===== config.mk =====
export PLATFORM = sky130hd
export DESIGN_NAME = pwm_fade_sequencer
export DESIGN_NICKNAME = d
export VERILOG_FILES = /design/src/rtl/pwm_ctrl_pkg.sv /design/src/rtl/switch_debounce.sv /design/src/rtl/pwm_fade_sequencer.sv
export SDC_FILE = /design/constraint.sdc
export NUM_CORES = 1
export LEC_CHECK = 0
export BUFFER_PORTS_ARGS = -buffer_cell sky130_fd_sc_hd__buf_2
export CAP_MARGIN = 40
export CELL_PAD_IN_SITES_DETAIL_PLACEMENT = 0
export CELL_PAD_IN_SITES_GLOBAL_PLACEMENT = 1
export CORE_MARGIN = 2
export CORE_UTILIZATION = 49
export CTS_CLUSTER_SIZE = 25
export DETAILED_ROUTE_END_ITERATION = 10
export PLACE_DENSITY = 0.86
export SYNTH_ARGS = -nofsm -noshare
export SYNTH_HDL_FRONTEND = slang
export SYNTH_SLANG_ARGS = --single-unit

===== constraint.sdc =====
create_clock -name i_Clk -period 5.1 [get_ports i_Clk]
set_input_delay 0.255 -clock i_Clk [delete_from_list [all_inputs] [get_ports i_Clk]]
set_output_delay 0.255 -clock i_Clk [all_outputs]
set_load 0.01 [all_outputs]

===== src/rtl/pwm_ctrl_pkg.sv =====
// pwm_ctrl_pkg
// Shared definitions for the PWM/LED settings controller:
//   - fade_state_t : sequencer modes as seen on o_State
//   - PWM_DUTY_W / PWM_SHIFT_W : default duty and prescale-shift widths
//   - DUTY_MAX : largest duty value at the default duty width
package pwm_ctrl_pkg;

  typedef enum logic [1:0] {
    MANUAL    = 2'd0,
    FADE_UP   = 2'd1,
    FADE_DOWN = 2'd2
  } fade_state_t;

  localparam int PWM_DUTY_W  = 6;
  localparam int PWM_SHIFT_W = 5;

  localparam logic [PWM_DUTY_W-1:0] DUTY_MAX = {PWM_DUTY_W{1'b1}};

endpackage


===== src/rtl/switch_debounce.sv =====
// switch_debounce
// Turns one raw (asynchronous) switch level into a single one-clock press
// event. The switch is resynchronised, then sampled only on tick; a 2-bit
// saturating count of consecutive pressed samples fires the event on the
// sample where it reaches DB_SAMPLES. A released sample clears the count.
// Ports:
//   i_Clk       in  system clock
//   i_Rst_n     in  synchronous active-low reset
//   tick        in  one-clock debounce sample strobe
//   raw_sw      in  raw switch level (1 = pressed)
//   press_event out one-clock pulse, once per press
module switch_debounce #(
  parameter int DB_SAMPLES = 2
) (
  input  logic i_Clk,
  input  logic i_Rst_n,
  input  logic tick,
  input  logic raw_sw,
  output logic press_event
);

  // Count value just before the sample that completes the press.
  localparam logic [1:0] FIRE_AT = 2'(DB_SAMPLES - 1);

  logic [1:0] sync_r;
  logic [1:0] cnt_r;
  logic       event_r;

  // Synchroniser, sample counter and registered press event.
  always_ff @(posedge i_Clk) begin
    if (!i_Rst_n) begin
      sync_r  <= 2'b00;
      cnt_r   <= 2'd0;
      event_r <= 1'b0;
    end else begin
      sync_r <= {sync_r[0], raw_sw};
      if (tick) begin
        if (sync_r[1]) begin
          // Saturating at 3 means FIRE_AT is only ever passed once per press.
          if (cnt_r != 2'd3) begin
            cnt_r <= cnt_r + 2'd1;
          end else begin
            cnt_r <= cnt_r;
          end
          event_r <= (cnt_r == FIRE_AT);
        end else begin
          cnt_r   <= 2'd0;
          event_r <= 1'b0;
        end
      end else begin
        event_r <= 1'b0;
      end
    end
  end

  assign press_event = event_r;

endmodule


===== src/rtl/pwm_fade_sequencer.sv =====
// pwm_fade_sequencer
// Sequences the duty and prescale-shift settings of the PWM/LED datapath.
// Switch press events edit staging registers (manual duty up/down, shift
// advance) or toggle an automatic triangle fade; staged values are copied to
// the outputs only on i_Period_Start so a PWM period never sees a mid-period
// change.
// Ports:
//   i_Clk          in  system clock
//   i_Rst_n        in  synchronous active-low reset
//   i_Switch_1..4  in  duty up / duty down / fade toggle / shift advance
//   i_Period_Start in  one-clock pulse at PWM counter wrap
//   o_Duty         out committed duty
//   o_Shift        out committed counter shift
//   o_Update       out one-clock pulse after a commit that changed a value
//   o_State        out sequencer state (MANUAL / FADE_UP / FADE_DOWN)
module pwm_fade_sequencer
  import pwm_ctrl_pkg::*;
#(
  parameter int TICK_DIV          = 16,
  parameter int DB_SAMPLES        = 2,
  parameter int FADE_STEP_PERIODS = 4,
  parameter int DUTY_W            = PWM_DUTY_W,
  parameter int SHIFT_W           = PWM_SHIFT_W
) (
  input  logic               i_Clk,
  input  logic               i_Rst_n,
  input  logic               i_Switch_1,
  input  logic               i_Switch_2,
  input  logic               i_Switch_3,
  input  logic               i_Switch_4,
  input  logic               i_Period_Start,
  output logic [DUTY_W-1:0]  o_Duty,
  output logic [SHIFT_W-1:0] o_Shift,
  output logic               o_Update,
  output logic [1:0]         o_State
);

  localparam int TICK_CW = (TICK_DIV > 1) ? $clog2(TICK_DIV) : 1;
  localparam int STEP_CW = (FADE_STEP_PERIODS > 1) ? $clog2(FADE_STEP_PERIODS) : 1;

  localparam logic [TICK_CW-1:0] TICK_LAST = TICK_CW'(TICK_DIV - 1);
  localparam logic [STEP_CW-1:0] STEP_LAST = STEP_CW'(FADE_STEP_PERIODS - 1);
  localparam logic [STEP_CW-1:0] STEP_ONE  = STEP_CW'(1);
  localparam logic [DUTY_W-1:0]  DUTY_TOP  = {DUTY_W{1'b1}};
  localparam logic [DUTY_W-1:0]  DUTY_ONE  = DUTY_W'(1);
  localparam logic [SHIFT_W-1:0] SHIFT_ONE = SHIFT_W'(1);

  logic [TICK_CW-1:0] tick_cnt_r;
  logic               tick_r;
  logic [3:0]         raw_sw_s;
  logic [3:0]         sw_event_s;

  fade_state_t        state_r;
  logic [DUTY_W-1:0]  stg_duty_r;
  logic [SHIFT_W-1:0] stg_shift_r;
  logic [STEP_CW-1:0] step_cnt_r;

  logic [DUTY_W-1:0]  duty_r;
  logic [SHIFT_W-1:0] shift_r;
  logic               update_r;

  // Debounce sample strobe: one pulse each time the divider wraps.
  always_ff @(posedge i_Clk) begin
    if (!i_Rst_n) begin
      tick_cnt_r <= '0;
      tick_r     <= 1'b0;
    end else if (tick_cnt_r == TICK_LAST) begin
      tick_cnt_r <= '0;
      tick_r     <= 1'b1;
    end else begin
      tick_cnt_r <= tick_cnt_r + TICK_CW'(1);
      tick_r     <= 1'b0;
    end
  end

  assign raw_sw_s = {i_Switch_4, i_Switch_3, i_Switch_2, i_Switch_1};

  for (genvar g = 0; g < 4; g++) begin : g_db
    switch_debounce #(
      .DB_SAMPLES (DB_SAMPLES)
    ) u_db (
      .i_Clk       (i_Clk),
      .i_Rst_n     (i_Rst_n),
      .tick        (tick_r),
      .raw_sw      (raw_sw_s[g]),
      .press_event (sw_event_s[g])
    );
  end

  // Mode FSM with staging registers and fade step counter.
  always_ff @(posedge i_Clk) begin
    if (!i_Rst_n) begin
      state_r     <= MANUAL;
      stg_duty_r  <= '0;
      stg_shift_r <= '0;
      step_cnt_r  <= '0;
    end else begin
      if (sw_event_s[3]) begin
        stg_shift_r <= stg_shift_r + SHIFT_ONE;
      end else begin
        stg_shift_r <= stg_shift_r;
      end

      case (state_r)
        MANUAL: begin
          // Opposing presses in the same clock cancel out.
          if (sw_event_s[0] && !sw_event_s[1]) begin
            if (stg_duty_r != DUTY_TOP) begin
              stg_duty_r <= stg_duty_r + DUTY_ONE;
            end
          end else if (sw_event_s[1] && !sw_event_s[0]) begin
            if (stg_duty_r != '0) begin
              stg_duty_r <= stg_duty_r - DUTY_ONE;
            end
          end
          if (sw_event_s[2]) begin
            state_r    <= FADE_UP;
            step_cnt_r <= '0;
          end
        end

        FADE_UP: begin
          // A mode toggle takes priority over a coincident fade step.
          if (sw_event_s[2]) begin
            state_r    <= MANUAL;
            step_cnt_r <= '0;
          end else if (i_Period_Start) begin
            if (step_cnt_r == STEP_LAST) begin
              step_cnt_r <= '0;
              if (stg_duty_r == DUTY_TOP) begin
                state_r <= FADE_DOWN;
              end else begin
                stg_duty_r <= stg_duty_r + DUTY_ONE;
                if ((stg_duty_r + DUTY_ONE) == DUTY_TOP) begin
                  state_r <= FADE_DOWN;
                end
              end
            end else begin
              step_cnt_r <= step_cnt_r + STEP_ONE;
            end
          end
        end

        FADE_DOWN: begin
          if (sw_event_s[2]) begin
            state_r    <= MANUAL;
            step_cnt_r <= '0;
          end else if (i_Period_Start) begin
            if (step_cnt_r == STEP_LAST) begin
              step_cnt_r <= '0;
              if (stg_duty_r == '0) begin
                state_r <= FADE_UP;
              end else begin
                stg_duty_r <= stg_duty_r - DUTY_ONE;
                if (stg_duty_r == DUTY_ONE) begin
                  state_r <= FADE_UP;
                end
              end
            end else begin
              step_cnt_r <= step_cnt_r + STEP_ONE;
            end
          end
        end

        default: begin
          state_r    <= MANUAL;
          step_cnt_r <= '0;
        end
      endcase
    end
  end

  // Period-boundary commit of staged settings plus change pulse.
  always_ff @(posedge i_Clk) begin
    if (!i_Rst_n) begin
      duty_r   <= '0;
      shift_r  <= '0;
      update_r <= 1'b0;
    end else if (i_Period_Start) begin
      duty_r   <= stg_duty_r;
      shift_r  <= stg_shift_r;
      update_r <= (stg_duty_r != duty_r) || (stg_shift_r != shift_r);
    end else begin
      duty_r   <= duty_r;
      shift_r  <= shift_r;
      update_r <= 1'b0;
    end
  end

  assign o_Duty   = duty_r;
  assign o_Shift  = shift_r;
  assign o_Update = update_r;
  assign o_State  = state_r;

endmodule


==> impl_results.md, run 1 <==
* Outcome: finished, final reports clean
* Largest net degree at the start of global routing at 35
* CTS Hold Bufs at 0
* Core area at a little over 0.005 sq mm
* Least-Margin Pin Slew at approximately 0.47 ns
* # setup viols final at 0
* ANT cells at 0
* Area Overhead vs Synth at 8.79%
* Die area at slightly below 0.006 sq mm
* Hold path cells at 2
* I/O pin cnt at 21
* Peak VDD IR at 0.194 mV
* Synth top area share at around two fifths
* Post-route insts no fill at around 380
* Lkg Pwr at 1.26 nW
* Worst-skew pair later-pin latency at a little over 0.3 ns
* DRC viols at 0
* Netlist cell types at slightly above 50
* Rel. slew slack at just under 70%
* Clk sinks at 52
* Share of cells above drive strength 1 at 11.3%
* Port Buffers at 20
* Worst Hold Class: input port to register
* Post_cts resized at 0
* Critical Path RT at 5.31 ns
* Critical Path Start Type: register
* Post-synthesis sequential area ratio at 39.8%
* XOR/XNOR Fraction of Synth Area at under 10%
* Syn_area_per_cell at 8.82 sq um
* H-tree levels at 2
* Drt wl/cell at about 13 um
* Final worst clock skew at around 0.0051 ns
* Main combinational cell family by area after synthesis: simple AND/OR/NAND/NOR gates
* DR iter-0 viols at 137
* Number of synthesized flops with an enable pin at 0
* Fraction of registers with async set/reset at 0%
* Total grt overflow at 0
* Post-synthesis mux area share at 6.16%
* Simple logic cell fraction of the synthesized area at between 20% and 30%
* Synth top area cells: dfxtp_1 40%, ha_1 9.6%, mux2i_1 5.7%
* FF-to-FF Start: o_State[1]
* Drt first pass iters at 4
* Dpl cells at approximately 370
* Setup CP Type: register to register
* Final hold slack at 0.140 ns
* Area of the mapped netlist at ~0.0026 sq mm
* Crit-path max FO at 8
* Total power at a little over 0.8 mW
* Clock transition at path regs at about 0.1 ns
* Final net count at between 300 and 400
* Via density at around 5.2
* Max Clock Freq at ~460 MHz
* Pre-CTS setup slack at roughly 3 ns
* WP data arrival at approximately 2.4 ns
* Via count at between 1500 and 2000
* Die Y at just under 80 um
* Filler instances at just under 500
* Reg2Reg Depth at 6
* Leading cell type in the layout, fill and taps excluded: dfxtp_1
* Mapped Cells at slightly below 300
* Final worst setup slack at 2.94 ns
* CTS max path bufs at 2
* Slew Limit Fails at 0
* Fin crit period at about 2.2 ns
* RSZ-0062 raised after global routing: no
* Critical Path Sink Type: register
* Leading area contributor after synthesis: dfxtp_1
* Vias in the first global route at ~1900
* Synth Area in Adders at under 10%
* Total wire length at between 4000 and 5000 um
* Yosys reg bits at 52
* Die X at between 70 and 80 um
* Tot GR Track Use at ~17%
* Compound-Gate Fraction of Synth Area at a little under an eighth
* Remaining antenna violation count at 0
* Final period util at a little over two fifths
* First-pass GRT wire length at between 8000 and 9000 um
* Synth Flop Type: dfxtp_1
* Hold Vio Cnt, Final at 0
* Gpl congestion at around 0.8
* Starting Density at between 50 and 60%
* TritonCTS clock tree: done
* Commonest cells after routing, fill and taps aside: 52 x dfxtp_1, 37 x nor2_1, 27 x nand2_1
* Site row count at 26
* Initial antenna violation count at 0
* Worst hold start: i_Switch_1
* Number of max-cap violations at 0
* Synth Net Count at approximately 320
* Detail Placement HPWL at roughly 3400 um
* Setup TNS at 0 ns
* PwrDens at about 290 mW/mm^2
* Cts bufs inserted at 5
* Crit path launch: o_State[1]
* Post-CTS Setup Bufs at 0
* Root buf cell: clkbuf_8
* Yosys warns at 0
==> critical path, cell delays in order, from the launching register on <==
cell      delay (ns)
dfxtp_1         0.42
inv_1           0.10
ha_1            0.42
nand2b_1        0.19
a21boi_0        0.43
o221ai_1        0.20
o221a_2         0.30
==> power breakdown <==
group / leakage (nW) / internal, mW / switching [mW] / total (mW)
clock network: 0.0558 / 0.148 / 0.139 / 0.287
registers: 0.421 / 0.416 / 0.0138 / 0.430
logic: 0.783 / 0.0467 / 0.0536 / 0.100
==> area by class of cell <==
| cell class | instances | area (sq um) | area share (%) |
|---|---|---|---|
| Inverter | 13 | 48.8 | 1.71 |
| Clock inverter | 2 | 38.8 | 1.36 |
| Timing Repair Buffer | 21 | 108 | 3.78 |
| Multi-Input combinational cell | 217 | 1450 | 51.0 |
| Sequential cell | 52 | 1040 | 36.5 |
| Clock buffer | 6 | 72.6 | 2.55 |
| Tap cell | 70 | 87.6 | 3.07 |
==> layer usage <==
layer	share of wire, %	track usage (%)
met5	0	0
met4	1.2	5.18
met3	3.4	4.94
met2	44	28.4
met1	51	22.6
==> kinds of logic after synthesis <==
| kind of cell | after synthesis |
|---|---|
| flip-flops | 52 |
| AO/OA/AOI/OAI | 47 |
| buffers and inverters | 28 |
| adder cells (fa/ha/maj) | 20 |
| XOR/XNOR | 16 |
| multiplexers | 16 |
| AND/OR/NAND/NOR | 118 |
==> registers in the layout, indices dropped and copies added, names as in the netlist <==
register / cells
g_db.u_db.cnt_r: 8
g_db.u_db.press_event: 4
g_db.u_db.sync_r: 8
o_Duty: 6
o_Shift: 5
o_State: 2
o_Update: 1
step_cnt_r: 2
stg_duty_r: 6
stg_shift_r: 5
tick_cnt_r: 4
tick_r: 1
==> through the flow <==
step                      util [%]  instance area (sq um)
final                         55.4                   2850
after floorplan                  -                   2620
after global routing          55.4                   2850
after detailed placement      53.3                   2740
after CTS                     55.4                   2850
after global placement        53.3                   2740
==> final timing paths <==
check,end,slack (ns)
worst max-delay path,stg_duty_r[2],2.94
worst min-delay path,g_db[0].u_db.sync_r[0],0.14
worst max register to register,stg_duty_r[2],2.94
worst min register to register,g_db[0].u_db.sync_r[1],0.44
==> synthesized netlist by cell type, types with 2 or more instances <==
cell,instances
o22ai_1,2
nand2_1,27
and3_1,6
mux2i_1,15
o21ai_0,5
a22oi_1,2
o221a_2,2
buf_4,2
ha_1,20
a211o_1,2
inv_1,12
nor3_1,12
a31oi_1,2
buf_2,4
clkbuf_1,7
and2_1,11
xor2_1,14
dfxtp_1,52
or3_1,2
xnor2_1,2
a21oi_1,18
nor4_1,2
nor2_1,37
nand2b_1,4
a41oi_1,2
a211oi_1,2
nand4b_1,2
nand4_1,2
nand3_1,5
Note: power is estimated with default switching activity, not from simulation.
==> run 2: changes to the inputs <==
CORE_UTILIZATION = 45   (was 49)
PLACE_DENSITY = 0.8   (was 0.86)
clock period = 2.2 ns   (was 5.1 ns; I/O delays follow)
==> impl_results.md, run 2 (same netlist as run 1, synthesis figures left out) <==
* FF-to-FF Start: o_State[1]
* First-pass GRT wire length at approximately 8500 um
* Clock transition at path regs at approximately 0.1 ns
* Worst Hold Class: input port to register
* Site row count at 27
* Clock network power share at 34.7%
* Dpl cells at roughly 380
* Hold path cells at 3
* Starting Density at 47.0%
* Clk sinks at 52
* Number of max-cap violations at 0
* Commonest cells after routing, fill and taps aside: 52 x dfxtp_1, 37 x nor2_1, 27 x nand2_1
* DRC viols at 0
* P_sw at 0.479 mW
* PwrDens at between 600 and 700 mW/mm^2
* TritonCTS clock tree: done
* Placed instance area at between 0.002 and 0.003 sq mm
* Hold Vio Cnt, Final at 0
* Outcome: finished, final reports clean
* Lkg Pwr at 1.31 nW
* Post-route insts no fill at a little under 400
* Tot GR Track Use at between 15 and 20%
* Register-to-register path setup slack at 0.14 ns
* Peak VDD IR at 0.422 mV
* Critical Path Start Type: register
* Fin crit period at between 2 and 2.5 ns
* Vias in the first global route at 1843
* Via density at 5.11
* Setup TNS at 0 ns
* Final instance area at between 0.002 and 0.003 sq mm
* DR iter-0 viols at between 100 and 150
* Critical Path Sink Type: register
* Leading cell type in the layout, fill and taps excluded: dfxtp_1
* # setup viols final at 0
* Internal power at 1.43 mW
* Setup CP Type: register to register
* Die Y at 80.3 um
* WHS Endpoint: stg_duty_r[0]
* Cts bufs inserted at 5
* Combinational share of power at 13.3%
* Total grt overflow at 0
* Area Overhead vs Synth at 12.1%
* Reg2Reg Depth at 6
* Remaining antenna violation count at 0
* RSZ-0062 raised after global routing: no
* Multi-input logic area at between 0.001 and 0.0015 sq mm
* Final worst clock skew at about 0.0046 ns
* Crit-path max FO at 8
* Share of cells above drive strength 1 at ~13%
* ANT cells at 0
* Max Clock Freq at ~500 MHz
* Final net count at roughly 350
* I/O pin cnt at 21
* Final period util at between 90 and 100%
* FF-to-FF End: stg_duty_r[4]
* Gpl congestion at between 0.8 and 0.9
* Switching share of power at between 20% and 30%
* Initial antenna violation count at 0
* WP data arrival at between 2 and 2.5 ns
* Drt first pass iters at 4
* Worst-skew pair later-pin latency at about 0.31 ns
* Core area at roughly 0.0056 sq mm
* Slew Limit Fails at 0
* Register area at approximately 0.0010 sq mm
* Die area at 0.00645 sq mm
* Port Buffers at 20
* Least-Margin Pin Slew at approximately 0.46 ns
* Filler instances at 538
* Detail Placement HPWL at between 3000 and 4000 um
* Via count at 2010
* Die X at 80.3 um
* Root buf cell: clkbuf_8
* H-tree levels at 2
* Worst hold start: i_Rst_n
* Drt wl/cell at between 10 and 15 um
* Total wire length at about 5000 um
* Post_cts resized at 0
* CTS max path bufs at 2
* Top Registers: g_db.u_db.cnt_r: 8 flops, g_db.u_db.sync_r: 8 flops
* Reg power frac at a little over half
* Critical Path RT at approximately 2.4 ns
* Largest net degree at the start of global routing at 27
* Rel. slew slack at 69.4%
-- run 2: changes by cell type in the layout (fill, tap and decap cells not counted) --
cell,previous run,this run
buf_4,1,7
dlygate4sd3_1,0,4
-- run 2: what timing repair did --
item	in CTS	in global routing
endpoints found under the hold margin	4	0
buffers inserted	0	0
hold buffers	4	0
-- run 2: critical path, stage by stage, from the launching register on --
cell and delay (ns):
dfxtp_1 0.41, inv_1 0.10, ha_1 0.42, mux2_2 0.41
a32o_1 0.26, o31a_1 0.27, o21a_1 0.10
-- run 2: power by group through the flow --
stage	Sequential, mW	Clock [mW]	Combinational (mW)
finish	0.992	0.663	0.253
CTS	0.992	0.687	0.254
floorplan	1.01	0	0.198
global route	0.996	0.727	0.282
detailed placement	1.01	0	0.247
global placement	1.01	0	0.250
-- run 2: area by class of cell --
| type | instances | area share, % |
|---|---|---|
| well taps | 72 | 3.07 |
| inverters | 13 | 1.66 |
| clock inverters | 2 | 1.32 |
| multi-input cells | 217 | 49.5 |
| repair buffers | 31 | 6.56 |
| flip-flops and latches | 52 | 35.4 |
| clock buffers | 6 | 2.47 |
-- run 2: through the flow --
stage | power (mW) | utilization [%] | setup slack (ns) | hold WS (ns)
after floorplan | 1.20 | - | 0.184 | 0.237
after global placement | 1.26 | 50.0 | 0.171 | 0.315
after detailed placement | 1.26 | 50.0 | 0.148 | 0.321
after CTS | 1.93 | 52.7 | 0.132 | 0.198
after global routing | 2.01 | 52.7 | 0.0447 | 0.223
final | 1.91 | 52.7 | 0.143 | 0.208
-- run 2: routing by layer --
| layer | share of wire (%) | global-route usage [%] | vias to the layer above |
|---|---|---|---|
| li1 | - | - | 1065 |
| met1 | 51 | 22.4 | 916 |
| met2 | 45 | 27.8 | 23 |
| met4 | 1.1 | 6.10 | 0 |
| met3 | 2.6 | 3.37 | 6 |
| met5 | 0 | 0 | - |
-- run 2: worst max path at each step --
| stage | startpoint | end | slack (ns) |
|---|---|---|---|
| 3_5_place_dp | o_State[1] | stg_duty_r[4] | 0.15 |
| 3_3_place_gp | o_State[0] | stg_duty_r[4] | 0.17 |
| 6_report | o_State[1] | stg_duty_r[4] | 0.14 |
| 2_1_floorplan | o_State[0] | stg_duty_r[0] | 0.18 |
| 5_1_grt | stg_duty_r[1] | o_State[1] | 0.04 |
| 4_1_cts | o_State[1] | stg_duty_r[4] | 0.13 |
==> run 3: changes to the inputs <==
CORE_UTILIZATION = 41   (was 45)
GPL_TIMING_DRIVEN = 0   (was not set)
PLACE_DENSITY = 0.77   (was 0.8)
SLEW_MARGIN = 10   (was not set)
clock period = 1.7 ns   (was 2.2 ns; I/O delays follow)
==> impl_results.md, run 3 (same netlist as run 1, synthesis figures left out) <==
* Lkg Pwr at approximately 1.4 nW
* Leading cell type in the layout, fill and taps excluded: dfxtp_1
* Met3 wire len at 115 um
* Outcome: finished with violations
* Site row count at 29
* DR top layer: met4
* Total power at about 2.4 mW
* Reg2Reg Depth at 8
* Total wire length at roughly 5500 um
* # setup viols final at 7
* Tot GR Track Use at 16.4%
* Failing checks: setup timing
* Clock transition at path regs at ~0.09 ns
* Final period util at 109%
* Clk sinks at between 50 and 60
* Crit-path max FO at 5
* Rel. slew slack at between 50% and 60%
* PwrDens at just under 800 mW/mm^2
* Metal2 WL at around 2600 um
* CTS max path bufs at 2
* FF-to-FF Start: o_State[1]
* Remaining antenna violation count at 0
* Register-to-register path setup slack at -0.16 ns
* Worst Hold Class: input port to register
* Hold Vio Cnt, Final at 0
* Max Clock Freq at around 540 MHz
* ANT cells at 0
* TritonCTS clock tree: done
* DR iter-0 viols at between 80 and 90
* Critical Path, Cell by Cell: inv_4, ha_4, nor2b_4, o211a_1, or3_4, buf_6, a211o_1, a21oi_2
* Core area at between 0.006 and 0.007 sq mm
* Via density at around 5
* Gpl congestion at ~0.8
* Die area at about 0.0070 sq mm
* Number of max-cap violations at 0
* Commonest cells after routing, fill and taps aside: 49 x dfxtp_1, 36 x nor2_1, 27 x nand2_1
* I/O pin cnt at 21
* Die Y at ~84 um
* Drt wl/cell at roughly 13 um
* First-pass GRT wire length at between 9000 and 10000 um
* WHS Endpoint: o_Shift[4]
* Placed instance area at around 0.0028 sq mm
* Die X at roughly 84 um
* WP data arrival at 2.09 ns
* Vias in the first global route at just over 2000
* Initial antenna violation count at 0
* Critical Path Sink Type: register
* Final worst setup slack at -0.160 ns
* Slew Limit Fails at 0
* Port Buffers at 18
* Total grt overflow at 0
* Detail Placement HPWL at just under 4000 um
* Buf/Inv on CP at 2
* Cts bufs inserted at 5
* Crit path largest cell delay at between 0.4 and 0.5 ns
* Root buf cell: clkbuf_8
* Top cell family by delay on the critical path: compound AO/OA/AOI/OAI gates
* Peak VDD IR at 0.559 mV
* Area Overhead vs Synth at 19.0%
* Fin crit period at 1.86 ns
* Drt first pass iters at 4
* Setup CP Type: register to register
* Worst hold start: i_Period_Start
* Worst-skew pair later-pin latency at about 0.31 ns
* Critical Path Start Type: register
* Share of cells above drive strength 1 at between 20% and 30%
* Final net count at approximately 360
* RSZ-0062 raised after global routing: yes
* FF-to-FF End: stg_duty_r[0]
* Least-Margin Pin Slew at between 0.6 and 0.7 ns
* Final instance area at a little over 0.003 sq mm
* H-tree levels at 2
* Final worst clock skew at approximately 0.0086 ns
* Dpl cells at approximately 390
* Via count at 2111
* Top Registers: g_db.u_db.cnt_r: 8 flops, g_db.u_db.sync_r: 8 flops
* Post-Route M1 WL at about 2800 um
* Max stage delay cell, worst path: dfxtp_4
* Critical Path RT at between 1.5 and 2 ns
* Largest net degree at the start of global routing at 18
* DRC viols at 0
* Starting Density at roughly two fifths
* Post-route insts no fill at about 400
* Setup TNS at -0.819 ns
* Hold path cells at 3
## run 3: where the power goes
group	switching (mW)	total, mW	internal, mW
Combinational	0.214	0.424	0.210
Sequential	0.0291	1.28	1.25
Clock	0.429	0.722	0.293
Total	0.672	2.43	1.75
## run 3: worst max-delay path by stage
stage | start | endpoint | slack (ns) | depth (start not counted)
global placement | o_State[1] | stg_duty_r[2] | -0.29 | 6
detailed placement | o_State[1] | stg_duty_r[1] | -0.26 | 8
global route | o_State[0] | stg_duty_r[1] | -0.23 | 8
CTS | o_State[1] | stg_duty_r[0] | -0.16 | 8
finish | o_State[1] | stg_duty_r[0] | -0.16 | 8
floorplan | o_State[1] | stg_duty_r[1] | -0.09 | 8
## run 3: metal layers
layer | track usage, % | up-vias
met5 | 0 | -
met3 | 2.97 | 6
met1 | 21.4 | 977
li1 | - | 1098
met2 | 27.9 | 30
met4 | 4.40 | 0
## run 3: cell type report
type / count / area, sq um
Clock buffer: 5 / 68.8
Sequential cell: 52 / 1050
Fill cell: 641 / 3160
Timing Repair Buffer: 30 / 188
Inverter: 13 / 53.8
Multi-Input combinational cell: 217 / 1550
Clock inverter: 3 / 21.3
Tap cell: 77 / 96.3
Buffer: 15 / 88.8
## run 3: through the flow
stage / utilization (%) / setup slack, ns / hold WS [ns]
after global placement: 45.3 / -0.294 / 0.291
after global routing: 49.7 / -0.231 / 0.100
after floorplan: - / -0.0935 / 0.212
after detailed placement: 45.3 / -0.259 / 0.293
after CTS: 49.3 / -0.163 / 0.0900
final: 49.7 / -0.160 / 0.0869
## run 3: tightest hold or removal path: cells and delay by family
family                 cells  cell delay, ns
buffers and inverters      1            0.13
multiplexers               1            0.07
AND/OR/NAND/NOR            1            0.07
## run 3: repair_timing
action	in CTS	in global routing
buffers inserted	6	1
cloned	1	0
hold endpoints to repair	4	0
resized for setup	17	7
pin swaps	6	1
hold buffers	4	0
setup endpoints to repair	8	9
